## src/rtl/mmu_tlb_map.sv

```systemverilog
// Address mapper: kseg0/kseg1 direct mapping plus a fully associative dual-page TLB
// shared by NUM_PORTS registered lookup ports, with CP0 TLBP/TLBR/TLBWI/TLBWR and Random.
module mmu_tlb_map #(
    parameter int NUM_PORTS   = 2,
    parameter int TLB_ENTRIES = 16,
    parameter int IDX_W       = $clog2(TLB_ENTRIES),
    parameter int ASID_W      = 8
) (
    input  logic                    clk,
    input  logic                    rst,
    input  logic [NUM_PORTS-1:0]    lk_en,
    input  logic [NUM_PORTS*32-1:0] lk_vaddr,
    input  logic [NUM_PORTS-1:0]    lk_store,
    input  logic                    user_mode,
    input  logic                    kseg0_uncached,
    input  logic [ASID_W-1:0]       cur_asid,
    output logic [NUM_PORTS-1:0]    lk_valid,
    output logic [NUM_PORTS*32-1:0] lk_paddr,
    output logic [NUM_PORTS-1:0]    lk_uncached,
    output logic [NUM_PORTS-1:0]    lk_addr_err,
    output logic [NUM_PORTS-1:0]    lk_refill,
    output logic [NUM_PORTS-1:0]    lk_invalid,
    output logic [NUM_PORTS-1:0]    lk_modified,
    input  logic [1:0]              tlb_op,
    input  logic                    tlb_op_valid,
    input  logic [31:0]             entryhi_i,
    input  logic [31:0]             entrylo0_i,
    input  logic [31:0]             entrylo1_i,
    input  logic [IDX_W-1:0]        index_i,
    input  logic [IDX_W-1:0]        wired_i,
    input  logic                    wired_we,
    output logic                    tlb_done,
    output logic [31:0]             probe_index_o,
    output logic [31:0]             entryhi_o,
    output logic [31:0]             entrylo0_o,
    output logic [31:0]             entrylo1_o,
    output logic [IDX_W-1:0]        random_o
);

    localparam logic [1:0] OP_TLBP  = 2'b00;
    localparam logic [1:0] OP_TLBR  = 2'b01;
    localparam logic [1:0] OP_TLBWI = 2'b10;
    localparam logic [1:0] OP_TLBWR = 2'b11;
    localparam logic [IDX_W-1:0] RAND_MAX = IDX_W'(TLB_ENTRIES - 1);

    logic [18:0]       vpn2_q [TLB_ENTRIES];
    logic [18:0]       vpn2_d [TLB_ENTRIES];
    logic [ASID_W-1:0] asid_q [TLB_ENTRIES];
    logic [ASID_W-1:0] asid_d [TLB_ENTRIES];
    logic [19:0]       pfn0_q [TLB_ENTRIES];
    logic [19:0]       pfn0_d [TLB_ENTRIES];
    logic [19:0]       pfn1_q [TLB_ENTRIES];
    logic [19:0]       pfn1_d [TLB_ENTRIES];
    logic [2:0]        c0_q   [TLB_ENTRIES];
    logic [2:0]        c0_d   [TLB_ENTRIES];
    logic [2:0]        c1_q   [TLB_ENTRIES];
    logic [2:0]        c1_d   [TLB_ENTRIES];
    logic [TLB_ENTRIES-1:0] g_q, g_d, v0_q, v0_d, d0_q, d0_d, v1_q, v1_d, d1_q, d1_d;
    logic [IDX_W-1:0]  wr_idx;

    logic [NUM_PORTS-1:0]    valid_q, valid_d, uncached_q, uncached_d;
    logic [NUM_PORTS-1:0]    addr_err_q, addr_err_d, refill_q, refill_d;
    logic [NUM_PORTS-1:0]    invalid_q, invalid_d, modified_q, modified_d;
    logic [NUM_PORTS*32-1:0] paddr_q, paddr_d;
    logic [31:0]       lu_va;
    logic              lu_hit;
    logic [IDX_W-1:0]  lu_idx;
    logic [19:0]       lu_pfn;
    logic [2:0]        lu_c;
    logic              lu_d, lu_v;

    logic              done_q, done_d;
    logic [31:0]       probe_q, probe_d, ehi_q, ehi_d, elo0_q, elo0_d, elo1_q, elo1_d;
    logic              pr_hit;
    logic [IDX_W-1:0]  pr_idx;
    logic [IDX_W-1:0]  rand_q, rand_d;

    logic              unused_bits;
    assign unused_bits = ^{entryhi_i[12:0], entrylo0_i[31:26], entrylo1_i[31:26]};

    // TLBWR targets the Random value as it stands before the command edge.
    always_comb begin
        vpn2_d = vpn2_q;
        asid_d = asid_q;
        pfn0_d = pfn0_q;
        pfn1_d = pfn1_q;
        c0_d   = c0_q;
        c1_d   = c1_q;
        g_d    = g_q;
        v0_d   = v0_q;
        d0_d   = d0_q;
        v1_d   = v1_q;
        d1_d   = d1_q;
        wr_idx = (tlb_op == OP_TLBWR) ? rand_q : index_i;
        if (tlb_op_valid && (tlb_op == OP_TLBWI || tlb_op == OP_TLBWR)) begin
            vpn2_d[wr_idx] = entryhi_i[31:13];
            asid_d[wr_idx] = entryhi_i[ASID_W-1:0];
            g_d[wr_idx]    = entrylo0_i[0] & entrylo1_i[0];
            pfn0_d[wr_idx] = entrylo0_i[25:6];
            c0_d[wr_idx]   = entrylo0_i[5:3];
            d0_d[wr_idx]   = entrylo0_i[2];
            v0_d[wr_idx]   = entrylo0_i[1];
            pfn1_d[wr_idx] = entrylo1_i[25:6];
            c1_d[wr_idx]   = entrylo1_i[5:3];
            d1_d[wr_idx]   = entrylo1_i[2];
            v1_d[wr_idx]   = entrylo1_i[1];
        end
    end

    always_ff @(posedge clk or negedge rst) begin
        if (!rst) begin
            for (int i = 0; i < TLB_ENTRIES; i++) begin
                vpn2_q[i] <= '0;
                asid_q[i] <= '0;
                pfn0_q[i] <= '0;
                pfn1_q[i] <= '0;
                c0_q[i]   <= '0;
                c1_q[i]   <= '0;
            end
            g_q  <= '0;
            v0_q <= '0;
            d0_q <= '0;
            v1_q <= '0;
            d1_q <= '0;
        end else begin
            vpn2_q <= vpn2_d;
            asid_q <= asid_d;
            pfn0_q <= pfn0_d;
            pfn1_q <= pfn1_d;
            c0_q   <= c0_d;
            c1_q   <= c1_d;
            g_q    <= g_d;
            v0_q   <= v0_d;
            d0_q   <= d0_d;
            v1_q   <= v1_d;
            d1_q   <= d1_d;
        end
    end

    // Descending scan so the lowest matching index is the one left standing.
    always_comb begin
        valid_d    = lk_en;
        paddr_d    = '0;
        uncached_d = '0;
        addr_err_d = '0;
        refill_d   = '0;
        invalid_d  = '0;
        modified_d = '0;
        lu_va  = '0;
        lu_hit = 1'b0;
        lu_idx = '0;
        lu_pfn = '0;
        lu_c   = '0;
        lu_d   = 1'b0;
        lu_v   = 1'b0;
        for (int p = 0; p < NUM_PORTS; p++) begin
            lu_va  = lk_vaddr[p*32 +: 32];
            lu_hit = 1'b0;
            lu_idx = '0;
            for (int i = TLB_ENTRIES - 1; i >= 0; i--) begin
                if (vpn2_q[i] == lu_va[31:13] && (g_q[i] || asid_q[i] == cur_asid)) begin
                    lu_hit = 1'b1;
                    lu_idx = IDX_W'(i);
                end
            end
            lu_pfn = lu_va[12] ? pfn1_q[lu_idx] : pfn0_q[lu_idx];
            lu_c   = lu_va[12] ? c1_q[lu_idx]   : c0_q[lu_idx];
            lu_d   = lu_va[12] ? d1_q[lu_idx]   : d0_q[lu_idx];
            lu_v   = lu_va[12] ? v1_q[lu_idx]   : v0_q[lu_idx];
            if (lk_en[p]) begin
                if (user_mode && lu_va[31]) begin
                    addr_err_d[p] = 1'b1;
                end else if (lu_va[31:30] == 2'b10) begin
                    paddr_d[p*32 +: 32] = {3'b000, lu_va[28:0]};
                    uncached_d[p]       = lu_va[29] | kseg0_uncached;
                end else if (!lu_hit) begin
                    refill_d[p] = 1'b1;
                end else if (!lu_v) begin
                    invalid_d[p] = 1'b1;
                end else if (lk_store[p] && !lu_d) begin
                    modified_d[p] = 1'b1;
                end else begin
                    paddr_d[p*32 +: 32] = {lu_pfn, lu_va[11:0]};
                    uncached_d[p]       = (lu_c == 3'b010);
                end
            end
        end
    end

    always_comb begin
        done_d  = tlb_op_valid;
        probe_d = probe_q;
        ehi_d   = ehi_q;
        elo0_d  = elo0_q;
        elo1_d  = elo1_q;
        pr_hit  = 1'b0;
        pr_idx  = '0;
        for (int i = TLB_ENTRIES - 1; i >= 0; i--) begin
            if (vpn2_q[i] == entryhi_i[31:13] &&
                (g_q[i] || asid_q[i] == entryhi_i[ASID_W-1:0])) begin
                pr_hit = 1'b1;
                pr_idx = IDX_W'(i);
            end
        end
        if (tlb_op_valid && tlb_op == OP_TLBP) begin
            probe_d = pr_hit ? 32'(pr_idx) : 32'h8000_0000;
        end else if (tlb_op_valid && tlb_op == OP_TLBR) begin
            ehi_d                = '0;
            ehi_d[31:13]         = vpn2_q[index_i];
            ehi_d[ASID_W-1:0]    = asid_q[index_i];
            elo0_d = {6'b0, pfn0_q[index_i], c0_q[index_i], d0_q[index_i], v0_q[index_i], g_q[index_i]};
            elo1_d = {6'b0, pfn1_q[index_i], c1_q[index_i], d1_q[index_i], v1_q[index_i], g_q[index_i]};
        end
    end

    // Random reloads after reaching Wired, and parks at the top when Wired leaves no room.
    always_comb begin
        if (wired_we || wired_i >= RAND_MAX || rand_q == wired_i) begin
            rand_d = RAND_MAX;
        end else begin
            rand_d = rand_q - IDX_W'(1);
        end
    end

    always_ff @(posedge clk or negedge rst) begin
        if (!rst) begin
            valid_q    <= '0;
            paddr_q    <= '0;
            uncached_q <= '0;
            addr_err_q <= '0;
            refill_q   <= '0;
            invalid_q  <= '0;
            modified_q <= '0;
            done_q     <= 1'b0;
            probe_q    <= '0;
            ehi_q      <= '0;
            elo0_q     <= '0;
            elo1_q     <= '0;
            rand_q     <= RAND_MAX;
        end else begin
            valid_q    <= valid_d;
            paddr_q    <= paddr_d;
            uncached_q <= uncached_d;
            addr_err_q <= addr_err_d;
            refill_q   <= refill_d;
            invalid_q  <= invalid_d;
            modified_q <= modified_d;
            done_q     <= done_d;
            probe_q    <= probe_d;
            ehi_q      <= ehi_d;
            elo0_q     <= elo0_d;
            elo1_q     <= elo1_d;
            rand_q     <= rand_d;
        end
    end

    assign lk_valid      = valid_q;
    assign lk_paddr      = paddr_q;
    assign lk_uncached   = uncached_q;
    assign lk_addr_err   = addr_err_q;
    assign lk_refill     = refill_q;
    assign lk_invalid    = invalid_q;
    assign lk_modified   = modified_q;
    assign tlb_done      = done_q;
    assign probe_index_o = probe_q;
    assign entryhi_o     = ehi_q;
    assign entrylo0_o    = elo0_q;
    assign entrylo1_o    = elo1_q;
    assign random_o      = rand_q;

endmodule
```

## config.mk

```make
export PLATFORM = sky130hd
export DESIGN_NAME = mmu_tlb_map
export DESIGN_NICKNAME = d
export VERILOG_FILES = /design/src/rtl/mmu_tlb_map.sv
export SDC_FILE = /design/constraint.sdc
export NUM_CORES = 2
export LEC_CHECK = 0
export CORE_UTILIZATION = 47
export CTS_CLUSTER_DIAMETER = 150
export DETAILED_ROUTE_END_ITERATION = 16
export HOLD_SLACK_MARGIN = 0.02
export PLACE_DENSITY = 0.63
export SLEW_MARGIN = 40
export SYNTH_ARGS = -nofsm -noshare
export SYNTH_HDL_FRONTEND = slang
export SYNTH_SLANG_ARGS = --single-unit
```

## constraint.sdc

```tcl
create_clock -name clk -period 4.7 [get_ports clk]
set_input_delay 0.94 -clock clk [delete_from_list [all_inputs] [get_ports clk]]
set_output_delay 0.94 -clock clk [all_outputs]
set_load 0.02 [all_outputs]
```

# == After elaboration in Yosys (flattened, before gate mapping) ==
# Cells that the tools add are included.
# word_totals
ff_bits,1440
out_inout_bits,209
wordCells,572
# classes
add_sub_neg,1
order_cmp,11
n_eq_ne,88
mux,254
bitwise_logic,8
reduce_logical,96
# op_table
op,count
$eq 19x19->1,48
$bwmux 320,2
$bmux 20 s4,6
$mux 32,13
$bwmux 304,1
$mux 20,15
$eq 8x8->1,32
$mux 4,50
$bwmux 128,1
$mux 1,112
$bwmux 48,2
$bwmux 16,5
$demux 20 s4,1
$bmux 19 s4,1
$demux 19 s4,1
$bmux 3 s4,6
$logic_and 1x1->1,57
$mux 19,3
$bmux 1 s4,13
$mux 3,15
$logic_or 1x1->1,35
$bmux 8 s4,1
$demux 8 s4,1
$mux 8,3
19 further kinds,34

# == Longest topological paths before layout ==
# logic_depth
word_depth,31
ltp_mapped,20
mapped_depth_nobuf,14

# == Worst setup path before layout ==
# Ideal clock, no wire load.
# synth_path
path_type,input -> register
from,input port cur_asid[4]
to,"register paddr_q[53], in the netlist lk_paddr[53]"
setup_time_ns,0.132
arrival_time_ns,4.562
path_slack_ns,0.006
path_stages,18
cell_sequence,buf_2 buf_4 xor2_1 nor2_1 a41o_1 and3_1 or2_2 a21oi_1 o31ai_1 a21oi_1 buf_4 mux4_2 mux2_2 a211oi_1 a32oi_1 o211ai_1 clkbuf_1 o21ai_1
# synth_between
elab_chain_len,30
# synth_lines
element,line_no,source
"start, declared",16,"input logic [ASID_W-1:0] cur_asid,"
$eq 8x8->1,161,if (vpn2_q[i] == lu_va[31:13] && (g_q[i] || asid_q[i] == cur_asid)) begin
$logic_or 1x1->1,161,
$logic_and 1x1->1,161,
$mux 4 (16 in a row),161,
$not 4->5 (not written as such) / $bmux 1 s4 (equally long branches),"166, 168",
$bmux 20 s4 / $mux 1 (equally long branches),"166, 168",
$mux 20 (not written as such) / $mux 1 (equally long branches),"166, 168",
$mux 20 (not written as such) / $logic_not 1->1 (equally long branches),"166, 180",
$mux 20 / $logic_and 1x1->1 (equally long branches),"166, 180",
$mux 32,180,end else if (lk_store[p] && !lu_d) begin
$mux 32,178,end else if (!lu_v) begin
$mux 32 *,176,end else if (!lu_hit) begin
$mux 32 *,173,end else if (lu_va[31:30] == 2'b10) begin
$mux 32 *,171,if (user_mode && lu_va[31]) begin
$mux 32 *,170,if (lk_en[p]) begin
named net paddr_d[53],64,"logic [NUM_PORTS*32-1:0] paddr_q, paddr_d;"
"end signal, assigned",242,paddr_q <= paddr_d;
"end, declared",64,
# Mark *: on every way through the listed nets, which the timed path passes. The rest lies on a longest branch. The select of a mux whose other input is x is not followed.
# A chain may end at the register's enable or synchronous reset.

# == Final worst setup path ==
# layout_path
from,input port lk_vaddr[26]
to,"register paddr_q[5], in the netlist lk_paddr[5]"
# layout_between
elab_chain_len,29
# layout_lines
element,line_no,source
"start, declared",12,"input logic [NUM_PORTS*32-1:0] lk_vaddr,"
$eq 19x19->1,161,
$logic_and 1x1->1,161,
$mux 4 (16 in a row),161,
$bmux 1 s4,168,lu_d = lu_va[12] ? d1_q[lu_idx] : d0_q[lu_idx];
$mux 1 (not written as such),168,
$mux 1,168,
$logic_not 1->1,180,
$logic_and 1x1->1,180,
$mux 32,180,
$mux 32,178,
$mux 32 *,176,
$mux 32 *,173,
$mux 32 *,171,
$mux 32 *,170,
named net paddr_d[5],64,
# Marked as above.

==> qor.log <==
[placement] gp weighted congestion 1.12
[grt] number of antenna violations at the first check in global routing 30
[timing] Worst Clk Skew 45.3 ps
[clock_tree] depth of the CTS H-tree 4
[timing] post-route worst setup slack -88.7 ps
[run_status] outcome finished, violations left
[clock_tree] clock-pin slew on the worst setup and hold paths 60 ps
[placement] placed cell count 10,400
[floorplan] Die X 438 um
[timing] number of max-slew violations in the final report 0
[timing] final hold violation count 0
[floorplan] effective utilization at floorplan 47.5%
[placement] number of buffers inserted by port buffering 335
[logic_synthesis] number of synthesized register bits 1,412
[critical_path] kind of capture point of the worst setup path register
[timing] Period minus WS final 4790 ps
[layout] share of post-route cells with drive strength above 1 43.8%
[floorplan] die height 438 um
[logic_synthesis] Syn Area/Cell 12.4 sq um
[detailed_routing] count of vias placed by the detailed router 71,000
[layout] fin nets 8,458
[detailed_routing] violation count after the first detailed-routing iteration 7,718
[floorplan] floorplan row count 159
[logic_synthesis] dominant cells by area after synthesis sky130_fd_sc_hd__dfrtp_1, sky130_fd_sc_hd__mux2_2, sky130_fd_sc_hd__mux4_2, sky130_fd_sc_hd__xor2_1, sky130_fd_sc_hd__mux2i_1
[clock_tree] number of clock buffers inserted by TritonCTS 163
[grt] global-route usage over all layers 40.0%
[worst_hold_path] worst min-delay path category primary input to asynchronous set/reset pin
[critical_path] r2r startpoint vpn2_q[176]$_DFFE_PN0P_
[critical_path] Critical-path top delay cell sky130_fd_sc_hd__mux4_2
[floorplan] floorplan die area 192,000 sq um
[detailed_routing] mean routed wirelength per cell 35.6 um
[grt] wire length of the first global-routing pass 548 mm
[critical_path] required time of the critical path 5470 ps
[layout] Layout area overhead 26.0%
[grt] vias in the first global route 71,700
[logic_synthesis] library cell with the highest instance count after synthesis sky130_fd_sc_hd__dfrtp_1
[logic_synthesis] sequential cell area fraction in the yosys report 39.5%
[power] P per Cell Area 399 nW/um^2
[layout] non-filler instance count after layout 10,900
[detailed_routing] Total Routed Length 389 mm
[timing] unrepaired setup endpoints after global routing true
[logic_synthesis] mapped cell area 89,500 sq um
[clock_tree] Worst-Skew Late Latency 870 ps
[critical_path] CP Data Arrival Time 5560 ps
[placement] detailed placer's ending HPWL 269 mm
[logic_synthesis] most common flop cell mapped by yosys sky130_fd_sc_hd__dfrtp_1
[power] static leakage power 0.0496 uW
[logic_synthesis] count of cell types in the netlist 75
[timing] share of the clock period used by the worst path 102%
[detailed_routing] total iterations of the first detailed-routing run 5
[critical_path] worst flop-to-flop path endpoint lk_paddr[5]$_DFF_PN0_
[critical_path] Worst R2R Path Depth 19
[power] Power, Total 45,000 uW
[timing] final setup violation count 25
[critical_path] Register-to-Register Setup Slack -90 ps
[clock_tree] clock sink count 1,412
[critical_path] Worst Path Buf+Inv 9
[logic_synthesis] Async S/R FF share, synth 100%
[critical_path] ordered list of cells on the worst path clkbuf_2, buf_12, buf_4, xor2_2, nor4_4, nand4_1, nor3_2, buf_4, nor4_2, a221o_1, a31oi_4, buf_12, buf_12, mux2i_4, mux2i_2, mux4_2, o31ai_4, nand3_2, buf_12, buf_12, clkbuf_16, nor2_4
[clock_tree] TritonCTS clock tree built
[logic_synthesis] number of standard cells after synthesis 7,224
[logic_synthesis] Yosys Warn Count 0
[layout] number of inserted filler cells in the final layout 15,100
[logic_synthesis] library cell occupying the most area in the post-synthesis netlist sky130_fd_sc_hd__dfrtp_1
[power] Peak VDD IR 0.353 mV
[grt] largest net degree at the start of global routing 124
[critical_path] critical path class primary input to register
[critical_path] CP peak stage delay 530 ps
[detailed_routing] antenna viol nets, final 0
[timing] Achievable Freq 209 MHz
[detailed_routing] post-DR vias/cell 6.51
[logic_synthesis] share of the synthesized area in the top cell type 39.4%
[timing] worst-margin pin slew 942 ps
[critical_path] kind of start point of the critical path primary input
[grt] Remaining Overflow, GRT 0
[run_status] violations in the final reports setup timing
[logic_synthesis] number of enable-type register cells in the synthesized netlist 0
[clock_tree] Max clock buf depth 3
[clock_tree] Post-CTS Hold Buffers 0
[critical_path] Top Family by Delay on Critical Path buffers and inverters
[clock_tree] root buffer cell sky130_fd_sc_hd__clkbuf_16
[floorplan] count of pins on the block boundary 397
[floorplan] Core Area 188,000 sq um
[critical_path] most prevalent standard cell on the critical path sky130_fd_sc_hd__buf_12
[detailed_routing] detailed-route DRC error count 0
[critical_path] critical-path maximum fanout 8
[timing] remaining max-slew budget at the tightest pin 37.2%
[run] max-cap violations 0
[logic_synthesis] most common library cells after synthesis sky130_fd_sc_hd__dfrtp_1, sky130_fd_sc_hd__mux2_2, sky130_fd_sc_hd__xor2_1
==> logic make-up after synthesis <==
kind of cell | synth area share (%)
AOI/OAI and AO/OA | 4.72
xor gates and xnor gates | 11.5
adders and majority gates | 0.0140
buffers and inverters | 3.68
DFF | 39.5
muxes | 34.8
other | 0.00419
and+or+nand+nor | 5.81
==> placed cells by master (no fill, tap or decap), types with 189 or more instances in the layout <==
master                            instances
sky130_fd_sc_hd__a211oi_1               189
sky130_fd_sc_hd__buf_12                 198
sky130_fd_sc_hd__buf_4                  943
sky130_fd_sc_hd__clkdlybuf4s50_1        268
sky130_fd_sc_hd__dfrtp_1               1403
sky130_fd_sc_hd__mux2_2                1342
sky130_fd_sc_hd__mux2i_1                369
sky130_fd_sc_hd__mux4_2                 532
sky130_fd_sc_hd__xnor2_1                425
sky130_fd_sc_hd__xor2_1                 712
==> layout make-up <==
class / instances / area (sq um) / share of cell area (%)
diodes: 14 / 35.0 / 0.0311
clock inverters: 52 / 669 / 0.594
inverters: 33 / 124 / 0.110
repair buffers: 1552 / 15700 / 13.9
well taps: 2495 / 3120 / 2.77
flip-flops and latches: 1412 / 35300 / 31.3
multi-input cells: 5107 / 52900 / 47.0
clock buffers: 248 / 4810 / 4.27
==> worst max path at each step <==
stage	startpoint	end	cells after the start
floorplan	cur_asid[4]	lk_paddr[53]$_DFF_PN0_	18
finish	lk_vaddr[26]	lk_paddr[5]$_DFF_PN0_	22
global route	vpn2_q[176]$_DFFE_PN0P_	lk_paddr[5]$_DFF_PN0_	19
detailed placement	cur_asid[6]	lk_paddr[53]$_DFF_PN0_	21
CTS	cur_asid[1]	lk_paddr[61]$_DFF_PN0_	22
global placement	lk_vaddr[47]	lk_paddr[52]$_DFF_PN0_	20
==> registers in the layout, summed over array words and instances, names as in the netlist, 26 cells and up <==
signal	cells
c1_q	48
vpn2_q	304
entryhi_o	27
asid_q	128
pfn0_q	320
pfn1_q	320
c0_q	48
lk_paddr	64
entrylo1_o	26
==> power by group <==
| part | total (uW) | internal (uW) | leakage, uW | switching [uW] |
|---|---|---|---|---|
| Sequential | 18000 | 14800 | 0.0183 | 3270 |
| Combinational | 13700 | 7290 | 0.0286 | 6440 |
| Clock | 13200 | 7600 | 0.00269 | 5590 |
| Total | 45000 | 29700 | 0.0496 | 15300 |
==> what timing repair did <==
action                     4_1_cts  5_1_grt
buffers inserted               106       66
setup endpoints to repair       69       68
resized for setup              249      222
pin swaps                       71      104
gates cloned                    19        6
==> through the flow <==
step | utilization (%) | setup TNS, ps | hold slack (ps) | instance area, sq um | worst slack (ps)
floorplan | - | 0 | 488 | 89700 | 5.88
global placement | 54.8 | -99350 | 488 | 103000 | -1720
detailed placement | 54.8 | -98860 | 493 | 103000 | -1620
CTS | 59.1 | 0 | 22.3 | 111000 | 0.854
global route | 59.9 | -1760 | 39.0 | 113000 | -107
finish | 59.9 | -997 | 21.7 | 113000 | -88.7
==> metal layers <==
metal	routed length, um	track usage, %
met5	95	0
met4	37300	31.8
met3	30600	8.07
met2	175000	61.3
met1	146000	49.5
Note: power is estimated with default switching activity, not from simulation.
